`config.mk`:
```
export PLATFORM = sky130hd
export DESIGN_NAME = day_night_sequencer
export DESIGN_NICKNAME = d
export VERILOG_FILES = /design/src/rtl/day_night_sequencer_pkg.sv /design/src/rtl/day_night_sequencer_frame_tick_timer.sv /design/src/rtl/day_night_sequencer.sv
export SDC_FILE = /design/constraint.sdc
export NUM_CORES = 1
export LEC_CHECK = 0
export CAP_MARGIN = 20
export CORE_MARGIN = 2
export CORE_UTILIZATION = 58
export CTS_CLUSTER_SIZE = 8
export DETAILED_ROUTE_END_ITERATION = 8
export GPL_ROUTABILITY_DRIVEN = 1
export GPL_TIMING_DRIVEN = 0
export HOLD_SLACK_MARGIN = 0.02
export PLACE_DENSITY = 0.83
export SYNTH_ARGS = -nofsm -noshare
export SYNTH_HDL_FRONTEND = slang
export SYNTH_SLANG_ARGS = --single-unit
export TNS_END_PERCENT = 10
```
`constraint.sdc`:
```
create_clock -name clk_pix -period 5.7 [get_ports clk_pix]
set_input_delay 1.14 -clock clk_pix [delete_from_list [all_inputs] [get_ports clk_pix]]
set_output_delay 1.14 -clock clk_pix [all_outputs]
set_load 0.005 [all_outputs]
```
`src/rtl/day_night_sequencer_pkg.sv`:
```
// Shared day/night cycle definitions: cycle_state encodings and the default
// phase thresholds, so the star-field and background layers agree on them.
package day_night_sequencer_pkg;

   typedef enum logic [1:0] {
      NIGHT_HOLD = 2'd0,
      ADVANCE_AM = 2'd1,
      DAY_HOLD   = 2'd2,
      ADVANCE_PM = 2'd3
   } cycle_state_t;

   localparam int unsigned PHASE_W        = 8;
   localparam int unsigned FRAME_CNT_W    = 16;
   localparam int unsigned BRIGHT_W       = 4;
   localparam int unsigned PHASE_NOON_DEF = 136;
   localparam int unsigned NIGHT_LO_DEF   = 64;
   localparam int unsigned NIGHT_HI_DEF   = 208;

   // Night when the phase is outside the [lo, hi] daylight window.
   function automatic logic night_of(input logic [PHASE_W-1:0] phase,
                                     input logic [PHASE_W-1:0] lo,
                                     input logic [PHASE_W-1:0] hi);
      return (phase < lo) || (phase > hi);
   endfunction

   // Triangle brightness: rises over the first half of the phase, falls over the second.
   function automatic logic [BRIGHT_W-1:0] bright_of(input logic [PHASE_W-1:0] phase);
      return phase[7] ? ~phase[6:3] : phase[6:3];
   endfunction

endpackage

```
`src/rtl/day_night_sequencer_frame_tick_timer.sv`:
```
// frame_tick_timer: counts enabled frames and pulses on terminal count N-1,
// wrapping back to 0 on that same frame. N = 0 behaves like N = 1.
// Ports:
//   clk, rst : clock, async active-high reset
//   en       : count this cycle (frame pulse already folded in)
//   clear    : force the count back to 0
//   tick_c   : combinational terminal pulse (en && count == N-1)
module frame_tick_timer #(
   parameter int unsigned N = 4
) (
   input  logic clk,
   input  logic rst,
   input  logic en,
   input  logic clear,
   output logic tick_c
);

   localparam int unsigned CNT_W = (N < 1) ? 1 : $clog2(N + 1);
   localparam int unsigned TC    = (N == 0) ? 0 : N - 1;

   logic [CNT_W-1:0] cnt;

   assign tick_c = en && (cnt == CNT_W'(TC));

   // Counter: wraps on terminal count, holds when disabled.
   always_ff @(posedge clk or posedge rst) begin
      if (rst) begin
         cnt <= '0;
      end else if (clear || tick_c) begin
         cnt <= '0;
      end else if (en) begin
         cnt <= cnt + CNT_W'(1);
      end
   end

endmodule

```
`src/rtl/day_night_sequencer.sv`:
```
// day_night_sequencer: per-frame day/night phase generator for the star-field
// and background layers. Advances only on the frame pulse; all outputs are
// registered and change together one clk_pix after the pulse.
// Ports:
//   clk_pix, rst : pixel clock, async active-high reset
//   frame        : single-cycle start-of-frame pulse
//   pause        : freeze the cycle (frame_count keeps running)
//   fade_level   : 8-bit cycle phase (0 = midnight)
//   frame_count  : 16-bit frames since reset
//   is_night     : phase outside the daylight window
//   brightness   : 4-bit triangle sky brightness
//   cycle_state  : NIGHT_HOLD / ADVANCE_AM / DAY_HOLD / ADVANCE_PM
module day_night_sequencer
   import day_night_sequencer_pkg::*;
#(
   parameter int unsigned STEP_FRAMES = 4,
   parameter int unsigned HOLD_FRAMES = 120,
   parameter int unsigned PHASE_NOON  = PHASE_NOON_DEF,
   parameter int unsigned NIGHT_LO    = NIGHT_LO_DEF,
   parameter int unsigned NIGHT_HI    = NIGHT_HI_DEF
) (
   input  logic                   clk_pix,
   input  logic                   rst,
   input  logic                   frame,
   input  logic                   pause,
   output logic [PHASE_W-1:0]     fade_level,
   output logic [FRAME_CNT_W-1:0] frame_count,
   output logic                   is_night,
   output logic [BRIGHT_W-1:0]    brightness,
   output logic [1:0]             cycle_state
);

   cycle_state_t       state;
   cycle_state_t       state_nxt;
   logic [PHASE_W-1:0] fade_nxt;
   logic [PHASE_W-1:0] fade_inc;
   logic               run_c;
   logic               hold_en_c;
   logic               step_en_c;
   logic               hold_clr_c;
   logic               hold_tick_c;
   logic               step_tick_c;

   // Timer enables depend only on registered state, keeping the timer
   // terminal pulses free of any loop through the next-state logic.
   assign run_c      = frame && !pause;
   assign hold_en_c  = run_c && ((state == NIGHT_HOLD) || (state == DAY_HOLD));
   assign step_en_c  = run_c && ((state == ADVANCE_AM) || (state == ADVANCE_PM));
   assign hold_clr_c = step_en_c;
   assign fade_inc   = fade_level + PHASE_W'(1);

   frame_tick_timer #(.N(HOLD_FRAMES)) u_hold_timer (
      .clk    (clk_pix),
      .rst    (rst),
      .en     (hold_en_c),
      .clear  (hold_clr_c),
      .tick_c (hold_tick_c)
   );

   frame_tick_timer #(.N(STEP_FRAMES)) u_step_timer (
      .clk    (clk_pix),
      .rst    (rst),
      .en     (step_en_c),
      .clear  (1'b0),
      .tick_c (step_tick_c)
   );

   // Next-state and next-phase logic.
   always_comb begin
      state_nxt = state;
      fade_nxt  = fade_level;
      unique case (state)
         NIGHT_HOLD: if (hold_tick_c) state_nxt = ADVANCE_AM;
         DAY_HOLD:   if (hold_tick_c) state_nxt = ADVANCE_PM;
         ADVANCE_AM: begin
            if (step_tick_c) begin
               fade_nxt = fade_inc;
               if (fade_inc == PHASE_W'(PHASE_NOON)) state_nxt = DAY_HOLD;
            end
         end
         ADVANCE_PM: begin
            if (step_tick_c) begin
               fade_nxt = fade_inc;
               if (fade_inc == '0) state_nxt = NIGHT_HOLD;
            end
         end
         default: state_nxt = NIGHT_HOLD;
      endcase
   end

   // State, phase and derived outputs update together on each frame.
   always_ff @(posedge clk_pix or posedge rst) begin
      if (rst) begin
         state       <= NIGHT_HOLD;
         fade_level  <= '0;
         frame_count <= '0;
         is_night    <= 1'b1;
         brightness  <= '0;
      end else if (frame) begin
         state       <= state_nxt;
         fade_level  <= fade_nxt;
         frame_count <= frame_count + FRAME_CNT_W'(1);
         is_night    <= night_of(fade_nxt, PHASE_W'(NIGHT_LO), PHASE_W'(NIGHT_HI));
         brightness  <= bright_of(fade_nxt);
      end
   end

   assign cycle_state = 2'(state);

endmodule

```
# After elaboration in Yosys (flattened, before gate mapping)
# Index checks and enable logic that the tools add are counted.
# Widths: inputs -> output; s select.
dict set report word_totals {
  register_bits 41
  inputBits 4
  output_inout_bits 31
  word_cells 56
}
dict set report op_classes {
  add_sub_neg 4
  n_lt_le_gt_ge 2
  eq_ne 12
  mux 14
  n_bitwise 1
  reduce_logical 16
}
# cell count
set op_table {}
lappend op_table {{$add 16x1->16 const B} 1}
lappend op_table {{$mux 8} 2}
lappend op_table {{$mux 7} 2}
lappend op_table {{$mux 2} 6}
lappend op_table {{$add 8x1->8 const B} 1}
lappend op_table {{$eq 8x8->1 const B} 1}
lappend op_table {{$gt 8x8->1 const B} 1}
lappend op_table {{$logic_not 8->1} 1}
lappend op_table {{$lt 8x7->1 const B} 1}
lappend op_table {{$ne 2x1->1 const B} 4}
lappend op_table {{$pmux 2 s4} 1}
lappend op_table {{$add 7x1->7 const B} 1}
lappend op_table {{$eq 7x7->1 const B} 1}
lappend op_table {{$reduce_and 7->1} 1}
lappend op_table {{$mux 3} 2}
lappend op_table {{$logic_and 1x1->1} 5}
lappend op_table {{$eq 2x2->1 const B} 2}
lappend op_table {{$logic_or 1x1->1} 4}
lappend op_table {{$mux 4} 1}
lappend op_table {{$ne 2x2->1 const B} 2}
lappend op_table {{$not 4->4} 1}
lappend op_table {{$reduce_bool 2->1} 2}
lappend op_table {{$add 3x1->3 const B} 1}
lappend op_table {{$eq 3x2->1 const B} 1}
lappend op_table {{other kinds (4)} 4}

# Logic depth before layout (Yosys ltp)
# Gate-level depths: netlist of the first run.
dict set report depth {
  depth_word 8
  depth_mapped 11
}

# Modules after synthesis
# Synthesis of the first run repeated with hierarchy kept, for this count alone.
dict set report hier_totals {
  cells_unflattened 229
  area_unflattened_um2 2337.2
}
# mod instances cells_each area_per_inst_um2 seq_area_each_um2
set modules_own_cells {}
lappend modules_own_cells {day_night_sequencer 1 173 1788.0 777.0}
lappend modules_own_cells {{frame_tick_timer (u_hold_timer)} 1 40 379.1 175.2}
lappend modules_own_cells {{frame_tick_timer (u_step_timer)} 1 16 170.2 75.1}

# Least setup slack after synthesis of the first run
# OpenSTA, ideal clock, no wires.
dict set report synth_timing {
  path_type {input -> register}
  startpoint {input port pause}
  endpoint {register brightness[3]}
  setup_time_ns 0.125
  arrival_ns 2.794
  required_ns 5.575
  path_slack_ns 2.782
  stages 7
  n_path_buf 0
  path_cell_list {nand2b_2 -> or4_1 -> nor2_1 -> xor2_1 -> inv_1 -> ha_1 -> mux2_2}
}
dict set report synth_via {
  elab_chain_cells 8
}
# item line_no
set synth_lines {}
lappend synth_lines {{start, declared} day_night_sequencer.sv:25} ;# input logic pause,
lappend synth_lines {{$logic_not 1->1 *} day_night_sequencer.sv:46} ;# assign run_c = frame && !pause;
lappend synth_lines {{$logic_and 1x1->1 *} day_night_sequencer.sv:46}
lappend synth_lines {{$logic_and 1x1->1 *} day_night_sequencer.sv:48} ;# assign step_en_c = run_c && ((state == ADVANCE_AM) || (state == ADVANCE_PM));
lappend synth_lines {{$logic_and 1x1->1 *} day_night_sequencer_frame_tick_timer.sv:23} ;# assign tick_c = en && (cnt == CNT_W'(TC));
lappend synth_lines {{$mux 8 *} {day_night_sequencer.sv:76, day_night_sequencer.sv:82}}
lappend synth_lines {{$mux 8 *} -}
lappend synth_lines {{net fade_nxt[6]} day_night_sequencer.sv:35} ;# logic [PHASE_W-1:0] fade_nxt;
lappend synth_lines {{$not 4->4} day_night_sequencer_pkg.sv:28} ;# return phase[7] ? ~phase[6:3] : phase[6:3];
lappend synth_lines {{$mux 4 *} day_night_sequencer_pkg.sv:28}
lappend synth_lines {{end signal, assigned} day_night_sequencer.sv:104} ;# brightness <= bright_of(fade_nxt);
lappend synth_lines {{end, declared} day_night_sequencer.sv:29} ;# output logic [BRIGHT_W-1:0] brightness,
# The timed path passes the listed nets; every way through them passes the cells marked *.
# A chain may end at the register's enable or synchronous reset.

# Worst setup path after layout of the first run
dict set report layout_timing {
  startpoint {input port frame}
  endpoint {register brightness[3]}
}
# item line_no
set layout_lines {}
lappend layout_lines {{start, declared} day_night_sequencer.sv:24} ;# input logic frame,
lappend layout_lines {{$logic_and 1x1->1} day_night_sequencer.sv:46}
lappend layout_lines {{$logic_and 1x1->1} day_night_sequencer.sv:48}
lappend layout_lines {{$logic_and 1x1->1} day_night_sequencer_frame_tick_timer.sv:23}
lappend layout_lines {{$mux 8} {day_night_sequencer.sv:76, day_night_sequencer.sv:82}}
lappend layout_lines {{$mux 8} -}
lappend layout_lines {{net fade_nxt[7]} day_night_sequencer.sv:35}
lappend layout_lines {{$mux 4} day_night_sequencer_pkg.sv:28}
# The timed path passes the listed nets, and every way through them passes these cells.

==> flow_summary.yaml, run 1 <==
clock_network:
  cts_buffer_depth: 2
  post-cts-setup-buffer-count: 0
  htreeDepth: 2
  cts_sinks: 41
  insertion_delay_ns: 0.28
  hold_buffers: 0
  clock-root-buffer: "clkbuf_8"
  path_clk_slew_ns: 0.08
  cts-resized-gates: 0
  cts-buffers-inserted: 5
  cts_tree: "built"
synthesis:
  syn_avg_cell_area_um2: 9.542
  yosysUniqueCellTypes: 40
  yosys_warnings: 0
  synth-seq-cells: 41
  synthFlopType: "dfrtp_1"
  synth.net_count: 257
  synth_edf_count: 0
  synth_area_leaders: "dfrtp_1 (44%), ha_1 (6.5%), xnor2_1 (6.1%), xor2_1 (5.3%), nor2_1 (4.2%)"
  syn-cell-area_mm2: 0.002300
  async_reset_ff_share_pct: 100.0
  synth_seq_area_share_pct: 44.67
  synth_area_leader_cell: "dfrtp_1"
  synthCells: 241
  synth_most_common_cell: "dfrtp_1"
  synthTopCellsByCount: "dfrtp_1 (40), nor2_1 (26), nand2_1 (22), xnor2_1 (16), xor2_1 (14)"
  synth_top_area_share_pct: 43.53
timing:
  max_freq_mhz: 285.8
  fin_skew_ns: 0.007350
  worst-slew-pin-transition_ns: 0.8139
  setup_violations: 0
  hold_violations: 0
  fin_crit_ns: 3.499
  fin_crit_sh_pct: 61.38
  finalMaxSlewViolations: 0
  maxSlewHeadroom_pct: 45.66
  grt_setup_unrepaired: "false"
  fin_setup_tns_ns: 0
  hold_slack_ns: 0.4817
detailed_routing:
  num_vias: 1829
  drtAntennaViolNets: 0
  via_per_inst: 5.526
  drt-pass1-iter-count: 4
  drt-initial-drc-count: 101
  wl_um: 4346
  route.detailed.wl_per_inst_um: 13.13
  drcViolationCount: 0
grt:
  grt_pass1_vias: 1653
  grt_usage_pct: 21.33
  grt_max_degree: 42
  grt_pass1_wl_um: 7369
  grt_antenna_before_repair: 0
  overflow: 0
min_path:
  hold_start: "frame_count[15]$_DFFE_PP0P_"
  hold_end: "frame_count[15]$_DFFE_PP0P_"
  hp-class: "flop to flop"
  hold_depth: 1
setup_path:
  reg2regPathDepth: 9
  worstPathRequired_ns: 5.87
  worst_setup_path_end_kind: "flop"
  r2r-start: "cycle_state[1]$_DFFE_PP0P_"
  cp_max_fo: 8
  regToRegEndpoint: "brightness[3]$_DFFE_PP0P_"
  arrival_ns: 3.67
  critPathKind: "input pin to flop"
  rrSetupSlack_ns: 2.85
  startpoint_type: "input pin"
power_and_ir_drop:
  p_leak_uw: 0.001241
  powerDensity_mw_per_mm2: 340.5
  ir_drop_mv: 0.2473
cells_and_area:
  area_delta_synth_final_pct: 22.47
  layout-drive-gt1-share_pct: 6.714
  fin_cells: 331
  n_fill_cell: 281
  diodes: 0
  nets: 298
floorplanning:
  die_w_um: 66.97
  fp.dieH_um: 66.97
  die_area_mm2: 0.004485
  initial_core_util_pct: 61.43
  core_mm2: 0.003744
  rows: 22
  io_pins: 35
placement:
  dp_hpwl_um: 3194
  dp_cells: 323
  routabilityCongestion: 0.8747
  portBuffers: 34
job:
  max-cap-violations: 0
status:
  status: "finished, final reports clean"
## power by group
part	switching [uW]	total [uW]	internal (uW)
clock network	93.8	237	143
logic	145	307	161
registers	65.2	416	351
total	304	959	655
## per-stage QoR
step	total power [uW]	worst slack, ns	area, um2	util [%]
after floorplan	597.7	2.782	2300	-
after CTS	963.3	2.235	2816	75.23
after global placement	712.7	1.962	2700	72.13
after global routing	1024	2.039	2816	75.23
after detailed placement	724.4	1.944	2700	72.13
final	959.1	2.201	2816	75.23
## registers in the layout (all words and copies together), names as in the netlist
signal and cells:
is_night 1, u_hold_timer.cnt 7, brightness 4, u_step_timer.cnt 3, frame_count 16, cycle_state 2, fade_level 8
## worst max-delay path: stages
cell and delay, ns:
clkdlybuf4s50_1 0.57, nand2b_2 0.14, nor3_1 0.56, a21oi_1 0.33, or2_2 0.39, inv_1 0.06
ha_1 0.22, mux2_2 0.26
## worst max-delay path by stage
stage	start	end	slack, ns	depth (start not counted)
2_1_floorplan	pause	brightness[3]$_DFFE_PP0P_	2.78	7
3_3_place_gp	frame	brightness[3]$_DFFE_PP0P_	1.96	8
3_5_place_dp	frame	brightness[3]$_DFFE_PP0P_	1.94	8
4_1_cts	frame	brightness[3]$_DFFE_PP0P_	2.24	8
5_1_grt	frame	brightness[3]$_DFFE_PP0P_	2.04	9
6_report	frame	brightness[3]$_DFFE_PP0P_	2.20	8
## cells by family after synthesis
logic type | count (synthesis) | synth area share (%)
simple gates | 103 | 23.18
mux | 4 | 1.850
buf+inv | 19 | 3.264
fa+ha+maj | 12 | 6.529
compound gates | 32 | 9.086
xor+xnor | 30 | 11.43
flops | 41 | 44.67
## layout by cell type, fill, tap and decap left out, drive strengths merged, types with 9 or more instances in the layout
cell and instances:
o21ai 9, clkbuf 13, xnor2 16, nor2 26
nand2 22, or3 9, inv 10, ha 12
nand3 13, dfrtp 40, xor2 14, clkdlybuf4s50 34
## layout make-up
cell class	instances	area, um2	area share, %
tap	48	60.06	2.132
sequential	41	1027	36.47
multi-input combinational	181	1197	42.51
clock buffer	7	86.33	3.065
buffer	9	37.54	1.333
inverter	10	37.54	1.333
timing repair buffer	34	340.3	12.08
clock inverter	1	30.03	1.066
## metal layers
metal	share of wire [%]	GRT usage [%]
met1	51	31.37
met2	46	33.13
met3	2.8	3.547
met4	0.67	4.592
met5	0	0
Note: power is estimated with default switching activity, not from simulation.
==> run 2: changes to the inputs <==
--- a/config.mk
+++ b/config.mk
@@ -7,13 +7,13 @@
 export LEC_CHECK = 0
 export CAP_MARGIN = 20
 export CORE_MARGIN = 2
-export CORE_UTILIZATION = 58
+export CORE_UTILIZATION = 54
 export CTS_CLUSTER_SIZE = 8
 export DETAILED_ROUTE_END_ITERATION = 8
 export GPL_ROUTABILITY_DRIVEN = 1
 export GPL_TIMING_DRIVEN = 0
 export HOLD_SLACK_MARGIN = 0.02
-export PLACE_DENSITY = 0.83
+export PLACE_DENSITY = 0.78
 export SYNTH_ARGS = -nofsm -noshare
 export SYNTH_HDL_FRONTEND = slang
 export SYNTH_SLANG_ARGS = --single-unit
==> constraint.sdc (replaced) <==
create_clock -name clk_pix -period 3.5 [get_ports clk_pix]
set_input_delay 0.7 -clock clk_pix [delete_from_list [all_inputs] [get_ports clk_pix]]
set_output_delay 0.7 -clock clk_pix [all_outputs]
set_load 0.005 [all_outputs]
==> run 2 against run 1 <==
Wire length is 1.1% higher. First-iteration DRC count is 31% higher. Sequential cell count stayed put. Clock skew is 0.0034 ns lower. Sequential share of layout area is 0.36 points higher. Clock power is 27% higher. Worst hold slack worse by 0.0034 ns. Critical path type unchanged. Critical endpoint unchanged. Largest power group unchanged. Highest routed layer unchanged.
==> flow_summary.yaml, run 2 (synthesis results as in run 1) <==
timing:
  finalMaxSlewViolations: 0
  setup_violations: 0
  max_freq_mhz: 325.2
  fin_skew_ns: 0.003971
  grt_setup_unrepaired: "false"
  fin_setup_tns_ns: 0
  fin_crit_ns: 3.075
  worst-slew-pin-transition_ns: 0.8148
  maxSlewHeadroom_pct: 45.60
  hold_violations: 0
  fin_crit_sh_pct: 87.87
floorplanning:
  fp.dieH_um: 69.26
  rows: 23
  core_mm2: 0.004058
  die_area_mm2: 0.004797
  die_w_um: 69.26
  io_pins: 35
  initial_core_util_pct: 56.68
clock_network:
  htreeDepth: 2
  post-cts-setup-buffer-count: 0
  hold_buffers: 0
  path_clk_slew_ns: 0.08
  cts_sinks: 41
  insertion_delay_ns: 0.29
  cts-resized-gates: 0
  clock-root-buffer: "clkbuf_8"
  cts-buffers-inserted: 5
  cts_buffer_depth: 2
  cts_tree: "built"
setup_path:
  crit_start: "frame"
  crit_buf_inv: 2
  cp_max_fo: 8
  worstPathRequired_ns: 3.68
  rrSetupSlack_ns: 0.60
  critPathKind: "input pin to flop"
  crit_path_top_delay_cell: "nor3_1"
  arrival_ns: 3.26
  worst_setup_path_end_kind: "flop"
  reg2regPathDepth: 9
  crit_family: "simple AND/OR/NAND/NOR gates"
  startpoint_type: "input pin"
  regToRegEndpoint: "brightness[3]$_DFFE_PP0P_"
  critPathMaxStageDelay_ns: 0.58
  crit_chain: "clkdlybuf4s50_1 -> nand2b_2 -> nor3_1 -> a21oi_1 -> or2_2 -> inv_1 -> ha_1 -> mux2_2"
  r2r-start: "cycle_state[1]$_DFFE_PP0P_"
cells_and_area:
  area_delta_synth_final_pct: 21.27
  top_register: "frame_count"
  final_common_cell: "dfrtp_1"
  fin_cells: 333
  top_regs: "frame_count (16), fade_level (8), u_hold_timer.cnt (7)"
  layout-drive-gt1-share_pct: 7.067
  largest_reg_flops: 16
  layout_common_cells: "dfrtp_1 (40), clkdlybuf4s50_1 (34), nor2_1 (26)"
  diodes: 0
  nets: 298
grt:
  grt_pass1_vias: 1680
  grt_max_degree: 42
  grt_usage_pct: 19.33
  grt_pass1_wl_um: 7562
  grt_antenna_before_repair: 0
  overflow: 0
placement:
  dp_hpwl_um: 3216
  routabilityCongestion: 0.8510
  portBuffers: 34
  dp_cells: 325
detailed_routing:
  drt-pass1-iter-count: 4
  via_per_inst: 5.429
  drcViolationCount: 0
  drtAntennaViolNets: 0
  drt-initial-drc-count: 132
  route.detailed.wl_per_inst_um: 13.20
  num_vias: 1808
  wl_um: 4395
min_path:
  hp-class: "flop to flop"
  hold_end: "frame_count[15]$_DFFE_PP0P_"
  hold_depth: 1
  hold_start: "frame_count[15]$_DFFE_PP0P_"
status:
  status: "finished, final reports clean"
power_and_ir_drop:
  ir_drop_mv: 0.3594
  p_leak_uw: 0.001227
  powerDensity_mw_per_mm2: 527.7
job:
  max-cap-violations: 0
run 2: worst reg2reg max path, delay by kind of cell (launching register included):
family	cells	cell delay (ns)
adders and majority gates	2	0.42
AOI/OAI and AO/OA	1	0.33
buffers and inverters	2	0.20
muxes	1	0.27
DFF	1	0.42
and+or+nand+nor	3	1.16
run 2: worst max-delay path by stage:
stage,endpoint,cells after the start
floorplan,brightness[3]$_DFFE_PP0P_,7
global placement,brightness[3]$_DFFE_PP0P_,8
detailed placement,brightness[3]$_DFFE_PP0P_,8
CTS,brightness[3]$_DFFE_PP0P_,9
global route,brightness[3]$_DFFE_PP0P_,8
finish,brightness[3]$_DFFE_PP0P_,8
run 2: per-layer routing:
layer / GRT usage (%) / share of wire (%) / vias up
met1: 26.51 / 49 / 844
met2: 30.66 / 46 / 43
met4: 5.664 / 1.2 / 0
met5: 0 / 0 / -
li1: - / - / 915
met3: 4.506 / 3.6 / 6
run 2: power breakdown:
part	switching, uW	internal, uW
logic	231	262
clock network	165	138
registers	106	571
total	501	971
run 2: area by class of cell:
cell class	instances	area [um2]
fillers	340	1269
plain buffers	9	37.54
repair buffers	34	340.3
clock buffers	5	68.82
well taps	50	62.56
clock inverters	3	17.52
flip-flops and latches	41	1027
multi-input cells	181	1197
inverters	10	37.54
run 2: through the flow:
stage	worst slack (ns)	hold WS (ns)	util (%)	power [uW]	cell area, um2
final	0.4246	0.4783	68.73	1472	2789
after CTS	0.4719	0.4821	68.73	1486	2789
after floorplan	1.022	0.4498	-	973.5	2300
after detailed placement	0.1793	0.4670	66.61	1180	2703
after global routing	0.2054	0.4968	68.73	1588	2789
after global placement	0.1851	0.4598	66.61	1164	2703
==> run 3: changes to the inputs <==
--- a/config.mk
+++ b/config.mk
@@ -7,13 +7,14 @@
 export LEC_CHECK = 0
 export CAP_MARGIN = 20
 export CORE_MARGIN = 2
-export CORE_UTILIZATION = 54
+export CORE_UTILIZATION = 60
 export CTS_CLUSTER_SIZE = 8
 export DETAILED_ROUTE_END_ITERATION = 8
+export DONT_BUFFER_PORTS = 1
 export GPL_ROUTABILITY_DRIVEN = 1
-export GPL_TIMING_DRIVEN = 0
 export HOLD_SLACK_MARGIN = 0.02
-export PLACE_DENSITY = 0.78
+export PLACE_DENSITY = 0.74
+export SLEW_MARGIN = 10
 export SYNTH_ARGS = -nofsm -noshare
 export SYNTH_HDL_FRONTEND = slang
 export SYNTH_SLANG_ARGS = --single-unit
==> run 3 against run 2 <==
Sequential power rose by 3.8%. Count of clock-buffer cells in the layout did not move. Combinational power fell by 29%. Critical path depth rose by 1. Maximum frequency rose by 13%. Core utilization fell by 2.7 points. Setup slack improved by 0.34 ns. Cell count fell by 13%. Highest routed layer unchanged. Critical endpoint unchanged. Die area fell by 9.4%. Final area fell by 13%. Clock skew rose by 0.0026 ns. Largest power group unchanged.
==> flow_summary.yaml, run 3 (synthesis results as in run 1) <==
detailed_routing:
  route.detailed.wl_per_inst_um: 14.69
  drt-pass1-iter-count: 4
  drcViolationCount: 0
  via_per_inst: 5.882
  drt-initial-drc-count: 125
  wl_um: 4245
  num_vias: 1700
  drtAntennaViolNets: 0
power_and_ir_drop:
  ir_drop_mv: 0.4697
  p_leak_uw: 0.001085
  power_switching_uw: 491.3
  powerDensity_mw_per_mm2: 562.2
  combPwrFrac_pct: 25.9
  p_total_uw: 1358
  internal_power_uw: 867.0
  clockPowerShare_pct: 22.4
  switching_share_pct: 36.17
  p_seq_share_pct: 51.8
cells_and_area:
  top_register: "frame_count"
  n_fill_cell: 300
  diodes: 0
  area_delta_synth_final_pct: 5.060
  top_regs: "frame_count (16), fade_level (8), u_hold_timer.cnt (7)"
  largest_reg_flops: 16
  nets: 256
  final_common_cell: "dfrtp_1"
  regArea_mm2: 0.001027
  layout-drive-gt1-share_pct: 7.054
  layout_common_cells: "dfrtp_1 (40), nor2_1 (26), nand2_1 (22)"
  final_area_mm2: 0.002416
  multiInputGateArea_mm2: 0.001197
setup_path:
  crit_path_top_delay_cell: "nor3_1"
  arrival_ns: 2.92
  crit_family: "simple AND/OR/NAND/NOR gates"
  critPathMaxStageDelay_ns: 0.54
  cp_max_fo: 9
  crit_buf_inv: 2
  startpoint_type: "flop"
  crit_chain: "inv_1 -> ha_1 -> nor2_1 -> nor3_1 -> a21oi_1 -> or2_2 -> inv_1 -> ha_1 -> mux2_2"
  rrSetupSlack_ns: 0.77
  critPathKind: "flop to flop"
  worstPathRequired_ns: 3.68
  worst_setup_path_end_kind: "flop"
clock_network:
  cts-resized-gates: 0
  cts_sinks: 41
  path_clk_slew_ns: 0.08
  post-cts-setup-buffer-count: 0
  cts_tree: "built"
  hold_buffers: 0
  htreeDepth: 2
  insertion_delay_ns: 0.29
  clock-root-buffer: "clkbuf_8"
  cts_buffer_depth: 2
  cts-buffers-inserted: 5
floorplanning:
  die_w_um: 65.91
  fp.dieH_um: 65.91
  core_mm2: 0.003661
  io_pins: 35
  rows: 22
  die_area_mm2: 0.004344
  initial_core_util_pct: 62.82
placement:
  postPlaceCellArea_mm2: 0.002330
  dp_hpwl_um: 3075
  routabilityCongestion: 0.9098
  portBuffers: 0
timing:
  fin_crit_sh_pct: 78.06
  worst-slew-pin-transition_ns: 0.6523
  setup_violations: 0
  fin_skew_ns: 0.006612
  fin_crit_ns: 2.732
  fin_setup_tns_ns: 0
  maxSlewHeadroom_pct: 56.14
  grt_setup_unrepaired: "false"
  hold_violations: 0
  finalMaxSlewViolations: 0
  max_freq_mhz: 366.0
status:
  status: "finished, final reports clean"
grt:
  grt_antenna_before_repair: 0
  grt_pass1_vias: 1607
  grt_max_degree: 42
  overflow: 0
  grt_pass1_wl_um: 7258
  grt_usage_pct: 21.66
job:
  max-cap-violations: 0
min_path:
  hp-class: "input pin to asynchronous set/reset pin"
run 3: cell types whose count changed in the layout (fill, tap and decap cells not counted), sizes merged:
cell / delta
clkbuf: -6
buf: -2
clkdlybuf4s50: -34
run 3: power groups by stage:
stage / Combinational, uW / Clock (uW) / Sequential, uW
after floorplan: 302 / 0 / 672
after global placement: 340 / 0 / 710
after detailed placement: 350 / 0 / 714
after CTS: 353 / 312 / 705
after global routing: 415 / 334 / 722
final: 351 / 304 / 703
run 3: area by class of cell:
class / count / share of cell area (%)
clock buffer: 5 / 2.848
clock inverter: 3 / 0.7250
inverter: 10 / 1.554
multi-input combinational: 181 / 49.56
sequential: 41 / 42.52
tap: 48 / 2.486
timing repair buffer: 1 / 0.3107
run 3: path summary, 6_finish.rpt:
path / start / end / cells after the start
min in group clk_pix: frame / frame_count[0]$_DFFE_PP0P_ / 1
worst max-delay path: cycle_state[1]$_DFFE_PP0P_ / brightness[3]$_DFFE_PP0P_ / 9
worst min-delay path: rst / u_hold_timer.cnt[3]$_DFFE_PP0P_ / 2
max in group asynchronous: rst / is_night$_DFFE_PP1P_ / 2
worst min register to register: frame_count[15]$_DFFE_PP0P_ / frame_count[15]$_DFFE_PP0P_ / 1
worst max register to register: cycle_state[1]$_DFFE_PP0P_ / brightness[3]$_DFFE_PP0P_ / 9
run 3: per-layer routing:
metal | global-route usage, % | part of all wire, % | vias up
li1 | - | - | 833
met1 | 28.52 | 45 | 804
met2 | 34.85 | 46 | 59
met3 | 5.622 | 7.8 | 4
met4 | 6.771 | 1.0 | 0
met5 | 0 | 0 | -
run 3: metrics by stage:
stage               utilization, %  hold slack, ns  worst slack, ns  std cells
floorplan                        -          0.4498            1.022        241
global placement             63.64          0.4676           0.8711        281
detailed placement           63.64          0.4758           0.7946        281
CTS                          65.99          0.4326           0.7918        289
global route                 65.99          0.4594           0.5401        289
finish                       65.99          0.4191           0.7679        289
